$ cat config.mk
export PLATFORM = sky130hd
export DESIGN_NAME = arrival_predictor
export DESIGN_NICKNAME = d
export VERILOG_FILES = /design/src/rtl/train_pkg.sv /design/src/rtl/pred_divider.sv /design/src/rtl/arrival_predictor.sv
export SDC_FILE = /design/constraint.sdc
export NUM_CORES = 1
export LEC_CHECK = 0
export ABC_CLOCK_PERIOD_IN_PS = 17800
export CAP_MARGIN = 20
export CORE_MARGIN = 2
export CORE_UTILIZATION = 52
export DETAILED_ROUTE_END_ITERATION = 7
export HOLD_SLACK_MARGIN = 0.15
export PLACE_DENSITY_LB_ADDON = 0.3
export SKIP_CTS_REPAIR_TIMING = 1
export SLEW_MARGIN = 20
export SYNTH_ARGS = -nofsm -noshare
export SYNTH_HDL_FRONTEND = slang
export SYNTH_HIERARCHICAL = 1
export SYNTH_SLANG_ARGS = --single-unit
$ cat constraint.sdc
create_clock -name clk -period 17.8 [get_ports clk]
set_clock_uncertainty 0.05 [all_clocks]
set_input_delay 5.34 -clock clk [delete_from_list [all_inputs] [get_ports clk]]
set_output_delay 5.34 -clock clk [all_outputs]
set_load 0.02 [all_outputs]
$ cat src/rtl/train_pkg.sv
// Shared definitions for the train arrival predictor: channel FSM encoding,
// derived-width helpers and the result clamp used on the divider output.
package train_pkg;

    typedef enum logic [1:0] {
        ST_IDLE   = 2'd0,
        ST_TIMING = 2'd1,
        ST_WAIT   = 2'd2,
        ST_DIV    = 2'd3
    } ch_state_e;

    // Width of a channel index; at least one bit so a single channel still has a port.
    function automatic int chw_of(input int num_ch);
        return (num_ch > 1) ? $clog2(num_ch) : 1;
    endfunction

    // Width that holds elapsed * DIS_S2 exactly.
    function automatic int pw_of(input int tw, input int dis_s2);
        return tw + $clog2(dis_s2 + 1);
    endfunction

    // Quotient minus margin, clamped into [0, 2^tw-1].
    function automatic logic [63:0] clamp_pred(input logic [63:0] q, input int margin, input int tw);
        logic [63:0] max_v;
        logic [63:0] m;
        max_v = (64'd1 << tw) - 64'd1;
        m     = 64'(margin);
        if (q < m) return 64'd0;
        else if ((q - m) > max_v) return max_v;
        else return q - m;
    endfunction

    // High when clamp_pred had to limit the value at either end.
    function automatic logic is_sat(input logic [63:0] q, input int margin, input int tw);
        logic [63:0] max_v;
        logic [63:0] m;
        max_v = (64'd1 << tw) - 64'd1;
        m     = 64'(margin);
        return (q < m) || ((q - m) > max_v);
    endfunction

endpackage

$ cat src/rtl/pred_divider.sv
// Restoring divider, one quotient bit per cycle. A start is taken only while
// idle; done pulses for one cycle once all PW bits are produced and the
// quotient then holds until the next start.
module pred_divider #(
    parameter int PW = 29
) (
    input  logic          clk,
    input  logic          rst_n,
    input  logic          start_i,
    input  logic [PW-1:0] dividend_i,
    input  logic [PW-1:0] divisor_i,
    output logic          busy_o,
    output logic          done_o,
    output logic [PW-1:0] quotient_o
);
    localparam int CW = $clog2(PW + 1);

    logic [PW-1:0] rem_q, rem_d;
    logic [PW-1:0] quo_q, quo_d;
    logic [PW-1:0] dvs_q, dvs_d;
    logic [CW-1:0] cnt_q, cnt_d;
    logic          busy_q, busy_d;
    logic          done_q, done_d;
    logic [PW:0]   shifted;
    logic [PW:0]   diff;

    // Next state: load on start, otherwise shift in one quotient bit per cycle.
    always_comb begin
        rem_d   = rem_q;
        quo_d   = quo_q;
        dvs_d   = dvs_q;
        cnt_d   = cnt_q;
        busy_d  = busy_q;
        done_d  = 1'b0;
        shifted = {rem_q, quo_q[PW-1]};
        diff    = shifted - {1'b0, dvs_q};
        if (busy_q) begin
            // Top bit of diff set means the trial subtraction borrowed: restore.
            if (diff[PW]) begin
                rem_d = shifted[PW-1:0];
                quo_d = {quo_q[PW-2:0], 1'b0};
            end else begin
                rem_d = diff[PW-1:0];
                quo_d = {quo_q[PW-2:0], 1'b1};
            end
            cnt_d = cnt_q - CW'(1);
            if (cnt_q == CW'(1)) begin
                busy_d = 1'b0;
                done_d = 1'b1;
            end
        end else if (start_i) begin
            rem_d  = '0;
            quo_d  = dividend_i;
            dvs_d  = divisor_i;
            cnt_d  = CW'(PW);
            busy_d = 1'b1;
        end
    end

    // Divider state register; reset aborts any division in flight.
    always_ff @(posedge clk or negedge rst_n) begin
        if (!rst_n) begin
            rem_q  <= '0;
            quo_q  <= '0;
            dvs_q  <= '0;
            cnt_q  <= '0;
            busy_q <= 1'b0;
            done_q <= 1'b0;
        end else begin
            rem_q  <= rem_d;
            quo_q  <= quo_d;
            dvs_q  <= dvs_d;
            cnt_q  <= cnt_d;
            busy_q <= busy_d;
            done_q <= done_d;
        end
    end

    assign busy_o     = busy_q;
    assign done_o     = done_q;
    assign quotient_o = quo_q;

endmodule

$ cat src/rtl/arrival_predictor.sv
// Multi-channel train arrival predictor. Each channel times sensor-1 to
// sensor-2, then queues for the shared divider to turn the elapsed time into
// elapsed*DIS_S2/DIS_S1_S2 - MARGIN, clamped to TW bits.
module arrival_predictor
    import train_pkg::*;
#(
    parameter int NUM_CH    = 2,
    parameter int TW        = 19,
    parameter int TICK_DIV  = 50000,
    parameter int DIS_S1_S2 = 41,
    parameter int DIS_S2    = 666,
    parameter int MARGIN    = 30
) (
    input  logic                      clk,
    input  logic                      rst_n,
    input  logic [NUM_CH-1:0]         s1,
    input  logic [NUM_CH-1:0]         s2,
    output logic                      pred_valid,
    output logic [chw_of(NUM_CH)-1:0] pred_ch,
    output logic [TW-1:0]             pred_time,
    output logic                      pred_sat,
    output logic [NUM_CH-1:0]         timeout_err,
    output logic [NUM_CH-1:0]         busy
);
    localparam int CHW = chw_of(NUM_CH);
    localparam int PW  = pw_of(TW, DIS_S2);
    localparam int PSW = (TICK_DIV > 1) ? $clog2(TICK_DIV) : 1;
    localparam logic [TW-1:0] T_MAX = '1;

    logic [NUM_CH-1:0] s1_m_q, s1_s_q, s1_p_q, s2_m_q, s2_s_q, s2_p_q;
    logic [NUM_CH-1:0] s1_edge, s2_edge;
    logic [PSW-1:0]    presc_q, presc_d;
    logic              tick;

    ch_state_e [NUM_CH-1:0]       ch_state;    // all channel FSM states, one vector
    logic [NUM_CH-1:0][TW-1:0]    ch_elapsed;
    logic [NUM_CH-1:0]            req, in_div, grant, tmo_w;
    logic [TW-1:0]                sel_elapsed;
    logic [CHW-1:0]               sel_ch, div_ch_q;
    logic                         div_start, div_busy, div_done;
    logic [PW-1:0]                div_dividend, div_quo;

    logic                         pred_valid_q, pred_sat_q;
    logic [CHW-1:0]               pred_ch_q;
    logic [TW-1:0]                pred_time_q;
    logic [NUM_CH-1:0]            timeout_q;

    // Two-flop synchroniser plus a third flop for rising-edge detection.
    always_ff @(posedge clk or negedge rst_n) begin
        if (!rst_n) begin
            s1_m_q <= '0; s1_s_q <= '0; s1_p_q <= '0;
            s2_m_q <= '0; s2_s_q <= '0; s2_p_q <= '0;
        end else begin
            s1_m_q <= s1;     s1_s_q <= s1_m_q; s1_p_q <= s1_s_q;
            s2_m_q <= s2;     s2_s_q <= s2_m_q; s2_p_q <= s2_s_q;
        end
    end

    assign s1_edge = s1_s_q & ~s1_p_q;
    assign s2_edge = s2_s_q & ~s2_p_q;

    // Shared prescaler: tick fires in the cycle the count wraps.
    assign tick    = (presc_q == PSW'(TICK_DIV - 1));
    assign presc_d = tick ? '0 : presc_q + PSW'(1);

    // Prescaler register.
    always_ff @(posedge clk or negedge rst_n) begin
        if (!rst_n) presc_q <= '0;
        else        presc_q <= presc_d;
    end

    for (genvar g = 0; g < NUM_CH; g++) begin : g_ch
        ch_state_e     state_q, state_d;
        logic [TW-1:0] elapsed_q, elapsed_d;
        logic          tmo_d;

        // Channel state and timer register.
        always_ff @(posedge clk or negedge rst_n) begin
            if (!rst_n) begin
                state_q   <= ST_IDLE;
                elapsed_q <= '0;
            end else begin
                state_q   <= state_d;
                elapsed_q <= elapsed_d;
            end
        end

        // Channel next state; the elapsed value is frozen from the s2 edge until the result.
        always_comb begin
            state_d   = state_q;
            elapsed_d = elapsed_q;
            case (state_q)
                ST_IDLE: begin
                    if (s1_edge[g]) begin
                        state_d   = ST_TIMING;
                        elapsed_d = '0;
                    end
                end
                ST_TIMING: begin
                    if (s2_edge[g])      state_d = ST_WAIT;
                    else if (s1_edge[g]) elapsed_d = '0;
                    else if (tick) begin
                        if (elapsed_q == T_MAX) state_d = ST_IDLE;
                        else                    elapsed_d = elapsed_q + TW'(1);
                    end
                end
                ST_WAIT: if (grant[g])  state_d = ST_DIV;
                ST_DIV:  if (div_done)  state_d = ST_IDLE;
                default: state_d = ST_IDLE;
            endcase
        end

        // Channel outputs: timeout when the timer would pass its maximum.
        always_comb begin
            tmo_d = (state_q == ST_TIMING) && !s2_edge[g] && !s1_edge[g] && tick &&
                    (elapsed_q == T_MAX);
        end

        assign ch_state[g]   = state_q;
        assign ch_elapsed[g] = elapsed_q;
        assign tmo_w[g]      = tmo_d;
    end

    // Decode per-channel status from the FSM state vector.
    always_comb begin
        req    = '0;
        in_div = '0;
        busy   = '0;
        for (int i = 0; i < NUM_CH; i++) begin
            req[i]    = (ch_state[i] == ST_WAIT);
            in_div[i] = (ch_state[i] == ST_DIV);
            busy[i]   = (ch_state[i] != ST_IDLE);
        end
    end

    // Fixed-priority arbiter; waits until the previous owner has left DIV.
    always_comb begin
        grant       = '0;
        sel_elapsed = '0;
        sel_ch      = '0;
        if (!div_busy && !(|in_div)) begin
            for (int i = NUM_CH - 1; i >= 0; i--) begin
                if (req[i]) begin
                    grant       = '0;
                    grant[i]    = 1'b1;
                    sel_elapsed = ch_elapsed[i];
                    sel_ch      = CHW'(i);
                end
            end
        end
    end

    assign div_start    = |grant;
    assign div_dividend = PW'(sel_elapsed) * PW'(DIS_S2);

    pred_divider #(.PW(PW)) u_div (
        .clk        (clk),
        .rst_n      (rst_n),
        .start_i    (div_start),
        .dividend_i (div_dividend),
        .divisor_i  (PW'(DIS_S1_S2)),
        .busy_o     (div_busy),
        .done_o     (div_done),
        .quotient_o (div_quo)
    );

    // Remember which channel owns the divider, then clamp and register its result.
    always_ff @(posedge clk or negedge rst_n) begin
        if (!rst_n) begin
            div_ch_q     <= '0;
            pred_valid_q <= 1'b0;
            pred_ch_q    <= '0;
            pred_time_q  <= '0;
            pred_sat_q   <= 1'b0;
            timeout_q    <= '0;
        end else begin
            if (div_start) div_ch_q <= sel_ch;
            pred_valid_q <= div_done;
            timeout_q    <= tmo_w;
            if (div_done) begin
                pred_ch_q   <= div_ch_q;
                pred_time_q <= TW'(clamp_pred(64'(div_quo), MARGIN, TW));
                pred_sat_q  <= is_sat(64'(div_quo), MARGIN, TW);
            end
        end
    end

    assign pred_valid  = pred_valid_q;
    assign pred_ch     = pred_ch_q;
    assign pred_time   = pred_time_q;
    assign pred_sat    = pred_sat_q;
    assign timeout_err = timeout_q;

endmodule
==> results of run 1 <==
-- metal layers --
metal / part of all wire / vias up / GRT usage
li1: - / 5316 / -
met1: 0.46 / 5219 / 0.289
met2: 0.50 / 193 / 0.378
met3: 0.030 / 39 / 0.0278
met4: 0.017 / 0 / 0.0573
met5: 0 / - / 0
-- metrics by stage --
step	cell area [µm²]	setup slack (ns)	total power [mW]	std cells
2_1_floorplan	13900	11.53	0.992	1555
3_3_place_gp	14500	10.35	1.13	1872
3_5_place_dp	14500	10.34	1.14	1872
4_1_cts	15100	10.61	1.53	1904
5_1_grt	15100	10.53	1.63	1905
6_report	15100	10.63	1.52	1905
-- sequential cells by signal, indices dropped and copies added (netlist names), 2 cells and up, named ones only --
register / count
s2_m_q: 2
pred_time: 19
s1_p_q: 2
s1_m_q: 2
s2_s_q: 2
g_ch.elapsed_q: 38
g_ch.state_q: 2
u_div/cnt_q: 5
s1_s_q: 2
s2_p_q: 2
presc_q: 16
u_div/rem_q: 29
u_div/quotient_o: 29
u_div/dvs_q: 29
timeout_err: 2
-- final cells by class --
class,instances,area [µm²]
fill,2238,11000
clock buffer,20,447
sequential,189,4730
inverter,174,653
multi-input combinational,1133,8280
tap,335,419
timing repair buffer,42,417
clock inverter,12,136
-- power by group --
| part | switching (mW) | internal [mW] |
|---|---|---|
| Sequential | 0.0599 | 0.515 |
| Combinational | 0.328 | 0.235 |
| Clock | 0.173 | 0.213 |
| Total | 0.560 | 0.962 |
-- path summary, 6_finish.rpt --
check,start,endpoint,slack [ns],cells after the start
max,g_ch[1].state_q[0],busy[1],10.63,2
min,s2_m_q[0],s2_s_q[0],0.31,0
max reg2reg,g_ch[1].state_q[0],u_div/quotient_o[26],11.20,20
min reg2reg,s2_m_q[0],s2_s_q[0],0.31,0
max in group asynchronous,rst_n,u_div/done_o,10.92,3
min in group asynchronous,rst_n,g_ch[0].elapsed_q[3],4.92,1
-- cells in the final DEF, fill, tap and decap left out, types with 11 or more instances in the layout --
cell type | netlist | routed
o22ai_1 | 15 | 15
clkdlybuf4s50_1 | 0 | 30
a21o_1 | 19 | 19
xor2_1 | 46 | 46
nand4_1 | 17 | 17
xnor2_1 | 51 | 51
ha_1 | 101 | 101
or3_1 | 11 | 11
nand2_1 | 153 | 153
nor2b_1 | 11 | 11
nor3_1 | 31 | 31
inv_1 | 174 | 174
o21ai_0 | 105 | 105
a31oi_1 | 11 | 11
nand2b_1 | 12 | 12
and3_1 | 15 | 15
clkbuf_16 | 0 | 17
a22oi_1 | 14 | 14
nand3_1 | 34 | 34
fa_1 | 44 | 44
nor4_1 | 12 | 11
mux2i_1 | 46 | 46
nor2_1 | 96 | 95
dfrtp_1 | 189 | 187
conb_1 | 2 | 30
a21oi_1 | 76 | 76
-- cells by family (layout without fill, tap and decap cells) --
group                      Yosys count  after routing  synth area share
AOI/OAI and AO/OA                  355            355             0.170
xor gates and xnor gates            97             97            0.0615
adders and majority gates          145            145             0.155
buffers and inverters              233            248            0.0675
DFF                                189            189             0.342
muxes                               51             51            0.0382
other                                2             30          0.000544
and+or+nand+nor                    455            455             0.165
==> impl_metrics.env, run 1 <==
export IMPL_outcome="finished, final reports clean"
export IMPL_maxCapViolCount=0
export IMPL_start_kind="flop"
export IMPL_yosysSeqAreaShare=0.342
export IMPL_max_slew_margin_rel=0.298
export IMPL_ir_drop_uv=75.0
export IMPL_cp_required_ns=12.41
export IMPL_overflow=0
export IMPL_utilization=0.579
export IMPL_cp_arrival_ns=1.78
export IMPL_die_w_um=167
export IMPL_max_stage_delay_ns=0.54
export IMPL_yosys_area_top_type="dfrtp_1"
export IMPL_cp_max_fo=10
export IMPL_fin_crit_sh=0.403
export IMPL_grt_max_degree=89
export IMPL_drt_first_pass_iters=6
export IMPL_async_flop_share=1.00
export IMPL_max_freq_mhz=139
export IMPL_cp_end_kind="primary output"
export IMPL_area_growth_syn_to_layout_pct=9.18
export IMPL_finalWeightedCongestion=0.927
export IMPL_portBuffers=31
export IMPL_clk_latency_ns=0.43
export IMPL_syn_area_mm2=0.0138
export IMPL_vias_per_cell=5.65
export IMPL_cts_buffers_inserted=17
export IMPL_synth_edf_count=0
export IMPL_die_h_um=167
export IMPL_nets=1708
export IMPL_grt_pass1_vias=10600
export IMPL_fp_row_count=59
export IMPL_hold_ws_ns=0.313
export IMPL_rsz0062_at_grt="false"
export IMPL_syn_avg_cell_area_um2=9.05
export IMPL_ioPinCount=32
export IMPL_cts_root_buf="clkbuf_16"
export IMPL_p_per_area_mw_per_mm2=101
export IMPL_synth_ff_type="dfrtp_1"
export IMPL_path_buf_inv=1
export IMPL_cts_sinks=189
export IMPL_routedWlPerCell_um=15.4
export IMPL_fin_crit_ns=7.17
export IMPL_yosysWarnings=6
export IMPL_core_area_mm2=0.0261
export IMPL_worst_pin_slew_ns=1.05
export IMPL_cp_slowest_cell="clkdlybuf4s50_1"
export IMPL_drive_gt1_frac=0.0662
export IMPL_htreeDepth=4
export IMPL_antenna_found_initial=0
export IMPL_path_class="reg2out"
export IMPL_hold_viol=0
export IMPL_synthDominantCellAreaShare=0.342
export IMPL_initial_core_util=0.530
export IMPL_diodes=0
export IMPL_netlist_top_cells_area="dfrtp_1, ha_1, fa_1, inv_1, nand2_1"
export IMPL_crit_chain="or2_2 > clkdlybuf4s50_1"
export IMPL_dpl_hpwl_mm=21.4
export IMPL_tns_ns=0
export IMPL_first_iter_violations=652
export IMPL_setup_viol=0
export IMPL_synth_common_cells="dfrtp_1, inv_1, nand2_1, o21ai_0, ha_1"
export IMPL_worst_path_dominant_cell_family="buffers and inverters"
export IMPL_slew_violations=0
export IMPL_gr_usage_all_layers=0.218
export IMPL_wirelength_mm=29.3
export IMPL_grt_pass1_wl_mm=51.0
export IMPL_synthCells=1527
export IMPL_drc=0
export IMPL_synth_seq_cells=189
export IMPL_path_clk_slew_ns=0.07
export IMPL_dieArea_mm2=0.0279
export IMPL_synth_most_common_cell="dfrtp_1"
export IMPL_hold_path_class="reg2reg"
export IMPL_cts_tree="yes"
export IMPL_power_leakage_nw=7.01
export IMPL_via_count=10800
export IMPL_clockBufferDepth=2
export IMPL_drtAntennaViolNets=0
export IMPL_ys_types=92
(Power assumes the default switching activity.)
==> run 2: changes to the inputs <==
--- a/config.mk
+++ b/config.mk
@@ -5,7 +5,7 @@
 export SDC_FILE = /design/constraint.sdc
 export NUM_CORES = 1
 export LEC_CHECK = 0
-export ABC_CLOCK_PERIOD_IN_PS = 17800
+export ABC_CLOCK_PERIOD_IN_PS = 6200
 export CAP_MARGIN = 20
 export CORE_MARGIN = 2
 export CORE_UTILIZATION = 52
==> constraint.sdc (replaced) <==
create_clock -name clk -period 6.2 [get_ports clk]
set_clock_uncertainty 0.05 [all_clocks]
set_input_delay 1.86 -clock clk [delete_from_list [all_inputs] [get_ports clk]]
set_output_delay 1.86 -clock clk [all_outputs]
set_load 0.02 [all_outputs]
==> impl_metrics.env, run 2 (synthesis gave the netlist of run 1 again) <==
export IMPL_outcome="finished, final reports clean"
export IMPL_drtAntennaViolNets=0
export IMPL_cts_buffers_inserted=17
export IMPL_grt_pass1_vias=10800
export IMPL_antenna_found_initial=0
export IMPL_clk_latency_ns=0.44
export IMPL_dpl_worst_slack_ns=0.146
export IMPL_cp_max_fo=13
export IMPL_reg2reg_slack_ns=0.36
export IMPL_die_h_um=167
export IMPL_routedWlPerCell_um=15.6
export IMPL_final_common_cell="dfrtp_1"
export IMPL_setup_slack_ns=0.356
export IMPL_cts_sinks=189
export IMPL_nets=1715
export IMPL_gr_usage_all_layers=0.222
export IMPL_dieArea_mm2=0.0279
export IMPL_rr_endpoint="u_div/quotient_o[25]"
export IMPL_first_iter_violations=611
export IMPL_drt_first_pass_iters=5
export IMPL_fp_row_count=59
export IMPL_ioPinCount=32
export IMPL_grt_max_degree=107
export IMPL_fillCellCount=2246
export IMPL_hold_path_class="reg2reg"
export IMPL_wirelength_mm=29.9
export IMPL_hold_viol=0
export IMPL_path_class="reg2reg"
export IMPL_ir_drop_uv=207
export IMPL_cts_root_buf="clkbuf_16"
export IMPL_power_leakage_nw=7.06
export IMPL_hold_ws_ns=0.304
export IMPL_setup_viol=0
export IMPL_via_count=10800
export IMPL_fin_crit_sh=0.943
export IMPL_p_per_area_mw_per_mm2=289
export IMPL_core_area_mm2=0.0261
export IMPL_tns_ns=0
export IMPL_maxCapViolCount=0
export IMPL_start_kind="flop"
export IMPL_die_w_um=167
export IMPL_area_growth_syn_to_layout_pct=9.81
export IMPL_grt_pass1_wl_mm=51.9
export IMPL_top_register="g_ch.elapsed_q"
export IMPL_largest_reg_flops=38
export IMPL_worstSetupEndpoint="u_div/quotient_o[25]"
export IMPL_clockBufferDepth=2
export IMPL_vias_per_cell=5.64
export IMPL_cp_arrival_ns=6.14
export IMPL_slew_violations=0
export IMPL_rsz0062_at_grt="false"
export IMPL_cp_required_ns=6.50
export IMPL_worst_pin_slew_ns=1.00
export IMPL_cts_tree="yes"
export IMPL_portBuffers=31
export IMPL_max_freq_mhz=171
export IMPL_diodes=0
export IMPL_fin_crit_ns=5.84
export IMPL_max_slew_margin_rel=0.329
export IMPL_final_cell_mix="dfrtp_1, inv_1, nand2_1, o21ai_0, ha_1"
export IMPL_dpl_hpwl_mm=21.5
export IMPL_drive_gt1_frac=0.0736
export IMPL_overflow=0
export IMPL_finalWeightedCongestion=0.872
export IMPL_drc=0
export IMPL_path_clk_slew_ns=0.08
export IMPL_htreeDepth=4
export IMPL_power_total_mw=4.38
export IMPL_rr_worst_depth=21
export IMPL_cp_end_kind="flop"
export IMPL_initial_core_util=0.530
[run 2: changes by cell type in the layout (fill, tap and decap cells not counted), moves of 2 or more]
cell / before / now
buf_4: 10 / 15
inv_6: 2 / 6
a22oi_2: 0 / 2
bufinv_16: 2 / 0
clkinv_8: 0 / 2
clkinv_2: 3 / 1
clkbuf_1: 2 / 0
inv_8: 1 / 3
a22oi_1: 14 / 12
[run 2: worst min-delay path by stage]
stage | start | slack (ns) | cells past startpoint | endpoint
after CTS | s1_m_q[1] | 0.31 | 0 | s1_s_q[1]
final | s1_m_q[1] | 0.30 | 0 | s1_s_q[1]
after detailed placement | s1_m_q[0] | 0.29 | 0 | s1_s_q[0]
after floorplan | s1_m_q[0] | 0.28 | 0 | s1_s_q[0]
after global placement | s1_m_q[0] | 0.28 | 0 | s1_s_q[0]
after global routing | s1_m_q[1] | 0.31 | 0 | s1_s_q[1]
[run 2: critical path, cell delays in order, from the launching register on]
cell,delay (ns)
dfrtp_1,0.47
a21oi_1,0.15
and3b_4,0.28
a22oi_1,0.34
inv_1,0.11
ha_1,0.32
inv_1,0.05
fa_1,0.48
fa_1,0.52
fa_1,0.55
inv_1,0.04
ha_1,0.33
a21oi_1,0.19
nand2_1,0.08
a221o_1,0.40
a21bo_1,0.21
o21ai_1,0.23
a21oi_1,0.14
or4b_1,0.48
nand3_1,0.09
mux2i_1,0.06
o21ai_0,0.17
[run 2: metal layers]
layer  GRT usage  share of wire
met4      0.0675          0.021
met2       0.379           0.49
met5           0              0
met3      0.0326          0.031
met1       0.292           0.46
[run 2: layout make-up]
type / count / area, µm² / area share
Clock buffer: 18 / 439 / 0.0290
Clock inverter: 14 / 140 / 0.00924
Inverter: 174 / 653 / 0.0431
Multi-Input combinational cell: 1133 / 8300 / 0.547
Sequential cell: 189 / 4730 / 0.312
Tap cell: 335 / 419 / 0.0276
Timing Repair Buffer: 49 / 485 / 0.0320
[run 2: report_power, final]
| group | switching (mW) | internal [mW] | leakage, nW |
|---|---|---|---|
| combinational | 0.968 | 0.689 | 4.31 |
| sequential | 0.157 | 1.48 | 2.47 |
| clock | 0.538 | 0.547 | 0.284 |
[run 2: metrics by stage]
stage,util,cells,instance area (µm²)
after global placement,0.558,1878,14500
after CTS,0.580,1910,15100
after detailed placement,0.558,1878,14500
final,0.582,1912,15200
after global routing,0.582,1912,15200
after floorplan,-,1555,13900
